<file path="config.mk">
export PLATFORM = sky130hd
export DESIGN_NAME = wbuart_arb
export DESIGN_NICKNAME = d
export VERILOG_FILES = /design/src/rtl/wbuart_arb_pkg.sv /design/src/rtl/wbuart_arb_timer.sv /design/src/rtl/wbuart_arb.sv
export SDC_FILE = /design/constraint.sdc
export NUM_CORES = 1
export LEC_CHECK = 0
export ABC_AREA = 1
export ABC_CLOCK_PERIOD_IN_PS = 2500
export CORE_AREA = 2 2 125 127
export DETAILED_ROUTE_END_ITERATION = 10
export DIE_AREA = 0 0 127 129
export HOLD_SLACK_MARGIN = 0.1
export SLEW_MARGIN = 30
export SYNTH_ARGS = -nofsm -noshare
export SYNTH_HDL_FRONTEND = slang
export SYNTH_SLANG_ARGS = --single-unit
</file>
<file path="constraint.sdc">
create_clock -name clk_i -period 2.5 [get_ports clk_i]
set_input_delay 0.625 -clock clk_i [delete_from_list [all_inputs] [get_ports clk_i]]
set_output_delay 0.625 -clock clk_i [all_outputs]
set_load 0.02 [all_outputs]
</file>
<file path="src/rtl/wbuart_arb_pkg.sv">
// Shared types and constants for the two-master UART Wishbone arbiter.
package wbuart_arb_pkg;

  // Encodings double as the one-hot grant vector.
  typedef enum logic [1:0] {
    IDLE = 2'b00,
    OWN0 = 2'b01,
    OWN1 = 2'b10
  } arb_state_e;

  localparam logic [31:0] WIN_MASK     = 32'hFFFF_FF00;
  localparam logic [31:0] TIMEOUT_DATA = 32'hDEAD_BEEF;

  function automatic logic in_window(input logic [31:0] adr, input logic [31:0] base);
    return (adr & WIN_MASK) == base;
  endfunction

endpackage

</file>
<file path="src/rtl/wbuart_arb_timer.sv">
// Stall watchdog: counts owner wait cycles and pulses fire_o when TIMEOUT_CYCLES is reached.
module wbuart_arb_timer #(
  parameter int TIMEOUT_CYCLES = 16
) (
  input  logic clk_i,
  input  logic rst_i,
  input  logic run_i,
  input  logic clr_i,
  output logic fire_o
);

  localparam int CW = $clog2(TIMEOUT_CYCLES + 1);

  logic [CW-1:0] cnt_q, cnt_d;

  assign fire_o = run_i && (cnt_q == CW'(TIMEOUT_CYCLES));

  always_comb begin
    cnt_d = cnt_q;
    if (clr_i || fire_o) cnt_d = '0;
    else if (run_i)      cnt_d = cnt_q + CW'(1);
  end

  always_ff @(posedge clk_i) begin
    if (rst_i) cnt_q <= '0;
    else       cnt_q <= cnt_d;
  end

endmodule

</file>
<file path="src/rtl/wbuart_arb.sv">
// Two-master Wishbone arbiter in front of the UART wrapper, alternating on contention.
// Define WBUART_ARB_TIMEOUT_EN to add the stalled-slave forced termination.
module wbuart_arb
  import wbuart_arb_pkg::*;
#(
  parameter logic [31:0] BASE_ADDR      = 32'h3001_0000,
  parameter int          TIMEOUT_CYCLES = 16
) (
  input  logic        clk_i,
  input  logic        rst_i,
  input  logic        m0_wbs_cyc_i,
  input  logic        m0_wbs_stb_i,
  input  logic        m0_wbs_we_i,
  input  logic [31:0] m0_wbs_adr_i,
  input  logic [31:0] m0_wbs_dat_i,
  input  logic [3:0]  m0_wbs_sel_i,
  output logic        m0_wbs_ack_o,
  output logic [31:0] m0_wbs_dat_o,
  input  logic        m1_wbs_cyc_i,
  input  logic        m1_wbs_stb_i,
  input  logic        m1_wbs_we_i,
  input  logic [31:0] m1_wbs_adr_i,
  input  logic [31:0] m1_wbs_dat_i,
  input  logic [3:0]  m1_wbs_sel_i,
  output logic        m1_wbs_ack_o,
  output logic [31:0] m1_wbs_dat_o,
  output logic        s_wbs_cyc_o,
  output logic        s_wbs_stb_o,
  output logic        s_wbs_we_o,
  output logic [31:0] s_wbs_adr_o,
  output logic [31:0] s_wbs_dat_o,
  output logic [3:0]  s_wbs_sel_o,
  input  logic        s_wbs_ack_i,
  input  logic [31:0] s_wbs_dat_i,
  output logic [1:0]  gnt_o,
  output logic        timeout_o
);

  arb_state_e state_q, state_d;
  logic       last_q, last_d;   // 1: m1 served last
  logic       win0, win1, req0, req1;
  logic       fire;

  assign win0 = in_window(m0_wbs_adr_i, BASE_ADDR);
  assign win1 = in_window(m1_wbs_adr_i, BASE_ADDR);
  assign req0 = m0_wbs_cyc_i && m0_wbs_stb_i && win0;
  assign req1 = m1_wbs_cyc_i && m1_wbs_stb_i && win1;

  always_comb begin
    state_d = state_q;
    last_d  = last_q;
    case (state_q)
      IDLE: begin
        if (req0 && (!req1 || last_q)) state_d = OWN0;
        else if (req1)                 state_d = OWN1;
      end
      OWN0:    if (!m0_wbs_cyc_i) state_d = req1 ? OWN1 : IDLE;
      OWN1:    if (!m1_wbs_cyc_i) state_d = req0 ? OWN0 : IDLE;
      default: state_d = IDLE;
    endcase
    if (state_d == OWN0 && state_q != OWN0) last_d = 1'b0;
    if (state_d == OWN1 && state_q != OWN1) last_d = 1'b1;
  end

  always_ff @(posedge clk_i) begin
    if (rst_i) begin
      state_q <= IDLE;
      last_q  <= 1'b1;
    end else begin
      state_q <= state_d;
      last_q  <= last_d;
    end
  end

  assign gnt_o = state_q;

  // Slave side kept apart from the return path so fire never loops back into stb.
  always_comb begin
    s_wbs_cyc_o = 1'b0;
    s_wbs_stb_o = 1'b0;
    s_wbs_we_o  = 1'b0;
    s_wbs_adr_o = '0;
    s_wbs_dat_o = '0;
    s_wbs_sel_o = '0;
    case (state_q)
      OWN0: begin
        s_wbs_cyc_o = m0_wbs_cyc_i && win0;
        s_wbs_stb_o = m0_wbs_stb_i && win0;
        s_wbs_we_o  = m0_wbs_we_i;
        s_wbs_adr_o = m0_wbs_adr_i;
        s_wbs_dat_o = m0_wbs_dat_i;
        s_wbs_sel_o = m0_wbs_sel_i;
      end
      OWN1: begin
        s_wbs_cyc_o = m1_wbs_cyc_i && win1;
        s_wbs_stb_o = m1_wbs_stb_i && win1;
        s_wbs_we_o  = m1_wbs_we_i;
        s_wbs_adr_o = m1_wbs_adr_i;
        s_wbs_dat_o = m1_wbs_dat_i;
        s_wbs_sel_o = m1_wbs_sel_i;
      end
      default: ;
    endcase
  end

  always_comb begin
    m0_wbs_ack_o = 1'b0;
    m0_wbs_dat_o = '0;
    m1_wbs_ack_o = 1'b0;
    m1_wbs_dat_o = '0;
    case (state_q)
      OWN0: begin
        m0_wbs_ack_o = s_wbs_ack_i || fire;
        m0_wbs_dat_o = fire ? TIMEOUT_DATA : s_wbs_dat_i;
      end
      OWN1: begin
        m1_wbs_ack_o = s_wbs_ack_i || fire;
        m1_wbs_dat_o = fire ? TIMEOUT_DATA : s_wbs_dat_i;
      end
      default: ;
    endcase
  end

`ifdef WBUART_ARB_TIMEOUT_EN
  logic timer_run, timer_clr;
  logic timeout_q, timeout_d;

  assign timer_run = (state_q != IDLE) && s_wbs_stb_o && !s_wbs_ack_i;
  assign timer_clr = s_wbs_ack_i || (state_d != state_q);

  wbuart_arb_timer #(.TIMEOUT_CYCLES(TIMEOUT_CYCLES)) u_timer (
    .clk_i  (clk_i),
    .rst_i  (rst_i),
    .run_i  (timer_run),
    .clr_i  (timer_clr),
    .fire_o (fire)
  );

  always_comb timeout_d = timeout_q || fire;

  always_ff @(posedge clk_i) begin
    if (rst_i) timeout_q <= 1'b0;
    else       timeout_q <= timeout_d;
  end

  assign timeout_o = timeout_q;
`else
  logic unused_cfg;
  assign unused_cfg = (TIMEOUT_CYCLES != 0);
  assign fire       = 1'b0;
  assign timeout_o  = 1'b0;
`endif

endmodule
</file>
* After elaboration in Yosys (flattened, before gate mapping)
Cells that the tools add are included.
** Word-level totals
- Bits in latches :: 0
- Memories :: 0
- Register bits after elaboration :: 3
- ROM bits :: 0
- RAM bits :: 0
** Cells by class
- Eq/ne operators :: 8
- $add $sub $neg :: 0
- Reduce and logical (&&, ||, !) cells :: 15
- Div/mod/pow operators :: 0
- Magnitude comparators :: 0
- Multiplexer cells :: 17
- Bitwise gates (word level) :: 0
- Shift-type cells :: 0
- $mul :: 0
** Operators by type and width (number)
- $pmux W32 S2 :: 2
- $mux W32 :: 2
- $eq A24 B22 Y1 const B :: 2
- $logic_and A1 B1 Y1 :: 11
- $mux W2 :: 5
- $pmux W4 S2 :: 1
- $pmux W1 S2 :: 3
- $pmux W2 S3 :: 1
- $eq A2 B1 Y1 const B :: 2
- $eq A2 B2 Y1 const B :: 2
- $mux W1 :: 3
- $logic_not A2 Y1 :: 1
- $ne A2 B1 Y1 const B :: 1
- $ne A2 B2 Y1 const B :: 1
- $reduce_or A2 Y1 :: 1
- $logic_not A1 Y1 :: 1
- $logic_or A1 B1 Y1 :: 1

* Logic depth before layout (Yosys ltp)
- Word-level depth :: 10
- Depth in mapped cells :: 14
- Mapped depth without buffers :: 14

* Least setup slack after synthesis
OpenSTA, ideal clock, no wires.
- Kind :: flip-flop to output port
- Start :: reg state_q[1], in the netlist gnt_o[1]
- End :: out s_wbs_dat_o[14]
- Arrival :: 1.813 ns
- Cell stages (with the launch flop) :: 6
- Slack :: 0.062 ns
- Data required time :: 1.875 ns
- Path through :: dfxtp_1 -> ha_1 -> buf_2 -> buf_1 -> nand2_1 -> a21oi_1
** On the way
- Cells in the longest elaborated chain, start to end :: 2
- Elaborated cells on any way between the ends :: 3
** RTL lines
- start: declaration :: line wbuart_arb.sv:39 : arb_state_e state_q, state_d;
- start signal: assignment :: line wbuart_arb.sv:70 : state_q <= state_d;
- $eq A2 B2 Y1 or $eq A2 B1 Y1 (tied branches) :: line wbuart_arb.sv:85 : case (state_q)
- $pmux W32 S2 * :: line wbuart_arb.sv:85
- end: declaration :: line wbuart_arb.sv:31 : output logic [31:0] s_wbs_dat_o,
Every way passes the cells marked *; elsewhere a longest branch is shown, timed or not.

* Worst setup path after layout
- Start :: reg state_q[1], in the netlist gnt_o[1]
- End :: out s_wbs_adr_o[5]
** On the way
- Cells in the longest elaborated chain, start to end :: 2
- Elaborated cells on any way between the ends :: 3
** RTL lines
- $eq A2 B2 Y1 or $eq A2 B1 Y1 (tied branches) :: line wbuart_arb.sv:85
- $pmux W32 S2 * :: line wbuart_arb.sv:85
- end: declaration :: line wbuart_arb.sv:30 : output logic [31:0] s_wbs_adr_o,
Marked as above.

==> flow_summary.yaml <==
status:
  status: "completed"
layout:
  area_growth_pct: 184
  fin_util_pct: 39.4
  layout_common_cells: "nand2_1, clkdlybuf4s50_1, dlygate4sd2_1, inv_1, a21oi_1"
  final_common_cell: "nand2_1"
  finalNetCount: 1008
  drive_above_1_share_pct: 11.6
floorplan:
  dieArea_um2: 16400
  die_w_um: 127
  die_height_um: 129
  core_area_um2: 15000
  start_util_pct: 13.8
  ioPinCount: 317
  fp-row-count: 45
placement:
  port_buffers: 315
  pre_cts_ws_ps: -710
  place_congestion: 0.850
  hpwl_mm: 10.9
global_routing:
  globalRoute.totalOverflow: 0
  grt_pass1_vias: 3666
  grtUsageTotal_pct: 14.1
  grt_max_degree: 37
  grt_pass1_wl_mm: 18.8
  antenna_found_initial: 1
power_and_ir_drop:
  clockPowerShare_pct: 40.7
  p_total_uw: 621
  netSwitchingFraction_pct: 19.4
  p_leak_uw: 0.00357
  pwr-share-seq_pct: 7.8
  p_int_uw: 500
  comb_power_share_pct: 51.5
  ir_worst_vdd_mv: 0.191
  switching_power_uw: 120
  p_per_area_nw_per_um2: 105
clocking:
  cts_tree: "built"
  path_clk_slew_ps: 30
  root_buffer: "clkbuf_16"
  cts.path.max_buffers: 2
  clock_latency_ps: 220
  cts_buffers: 3
  cts.sinks: 3
  htree_levels: 1
  ctsHoldBuffers: 0
synthesis:
  syn_inst: 487
  synth_seq_area_share_pct: 2.90
  synth.distinct_cells: 22
  synth.avg_cell_area_um2: 4.25
  synth_fp_nets: 668
  yosys_register_bits: 3
  netlist_area_um2: 2070
  yosys_warnings: 0
flow_run:
  maxCapViolCount: 0
setup_path:
  worstPathRequired_ps: 1880
  slowest_delay_ps: 340
  worst_setup_path_end_kind: "output pin"
  path_class: "register to output pin"
  crit_chain: "buf_12 > inv_12 > ha_1 > inv_2 > buf_12 > buf_4 > a21oi_1 > clkdlybuf4s15_1"
  arrival_ps: 1840
  critPathMostFrequentCell: "buf_12"
  crit_path_top_delay_cell: "dfxtp_1"
  cp-start-kind: "register"
  cp_max_fo: 15
min_path:
  min_path_type: "register to register"
sta:
  worst_slack_ps: 39.8
  min_period_over_period_pct: 98.4
  layout_min_cycle_time_ps: 2460
  drv_slew: 0
  hold_viol_final: 0
  fin_skew_ps: 1.32
  timing.fmax_mhz: 406
  setup_viol: 0
route:
  antenna_left: 0
  first_iter_violations: 150
  drc: 0
  route.vias.total: 3923
  drt-total-wl_mm: 12.9
  drt_pass1_iterations: 6
  wl_per_cell_um: 12.7
  routed_via_density: 3.87
[registers in the layout (all words and copies together) (netlist names)]
signal	flops
gnt_o	2
last_q	1
[metrics by stage]
step	hold slack [ps]	cells	setup TNS, ps	cell area [µm²]
2_1_floorplan	423	487	0	2070
6_report	463	1015	0	5890
4_1_cts	470	1013	-329	5800
3_5_place_dp	456	1009	-4940	5870
5_1_grt	482	1015	-30.4	5890
3_3_place_gp	451	1009	-5100	5870
[per-layer routing]
layer  up-vias  routed length, µm  track usage [%]  share of wire (%)
met5         -                  0                0                  0
met4         0                 72             2.00               0.56
met3         6                729             2.54                5.6
met2       131               6530             24.5                 51
met1      1663               5580             18.7                 43
li1       2123                  -                -                  -
[cell families (layout without fill, tap and decap cells)]
| family | Yosys count | in the layout | share of synthesized area (%) |
|---|---|---|---|
| compound gates | 75 | 75 | 18.2 |
| other cells | 1 | 2 | 0.181 |
| buf+inv | 113 | 452 | 21.6 |
| simple gates | 291 | 291 | 54.6 |
| fa+ha+maj | 4 | 4 | 2.42 |
| flops | 3 | 3 | 2.90 |
[critical path, delay by kind of cell, from the launching register on]
family	cells	cell delay, ps
AO/OA/AOI/OAI	1	130
adder cells (fa/ha/maj)	1	270
flip-flops	1	340
buffers and inverters	6	860
[power by group through the flow]
stage               Sequential [µW]  Combinational (µW)  Clock, µW
finish                         48.2                 320        253
global route                   48.2                 342        266
CTS                            48.2                 330        257
detailed placement             48.9                 329          0
global placement               48.9                 329          0
floorplan                      48.9                19.7          0
[Yosys cell counts]
library cell | n | share of area (%)
inv_1 | 80 | 14
nor3_1 | 1 | 0.24
nor2_2 | 7 | 2.1
or2_1 | 1 | 0.30
nand3b_1 | 1 | 0.36
o21ai_1 | 1 | 0.24
conb_1 | 1 | 0.18
nand3_1 | 5 | 1.2
inv_2 | 1 | 0.18
buf_4 | 1 | 0.36
buf_2 | 6 | 1.4
ha_1 | 4 | 2.4
dfxtp_1 | 3 | 2.9
nand3_2 | 1 | 0.48
a21oi_1 | 73 | 18
a21boi_1 | 1 | 0.36
nand2_1 | 242 | 44
nor2_1 | 32 | 5.8
inv_12 | 1 | 0.79
nand4_1 | 1 | 0.30
buf_1 | 3 | 0.54
clkbuf_1 | 21 | 3.8
[final cells by class]
type / count / area [µm²]
Antenna cell: 1 / 2.50
Timing Repair Buffer: 366 / 3580
Multi-Input combinational cell: 371 / 1620
Tap cell: 188 / 235
Sequential cell: 3 / 60.1
Inverter: 82 / 320
Clock buffer: 4 / 78.8
Fill cell: 1655 / 9080
[path summary, 6_finish.rpt]
check | depth (start not counted) | to | startpoint | slack (ps)
worst max-delay path | 8 | s_wbs_adr_o[5] | gnt_o[1]$_SDFF_PP0_ | 40
worst min-delay path | 2 | last_q$_SDFFE_PP1P_ | last_q$_SDFFE_PP1P_ | 460
worst max register to register | 12 | last_q$_SDFFE_PP1P_ | gnt_o[1]$_SDFF_PP0_ | 980
worst min register to register | 2 | last_q$_SDFFE_PP1P_ | last_q$_SDFFE_PP1P_ | 460
[what timing repair did]
| action | 4_1_cts | 5_1_grt |
|---|---|---|
| resized for setup | 137 | 102 |
| setup buffers | 0 | 1 |
| pin swaps | 2 | 44 |
| setup endpoints to repair | 122 | 30 |
| endpoints found under the hold margin | 0 | 0 |
(Power assumes the default switching activity.)
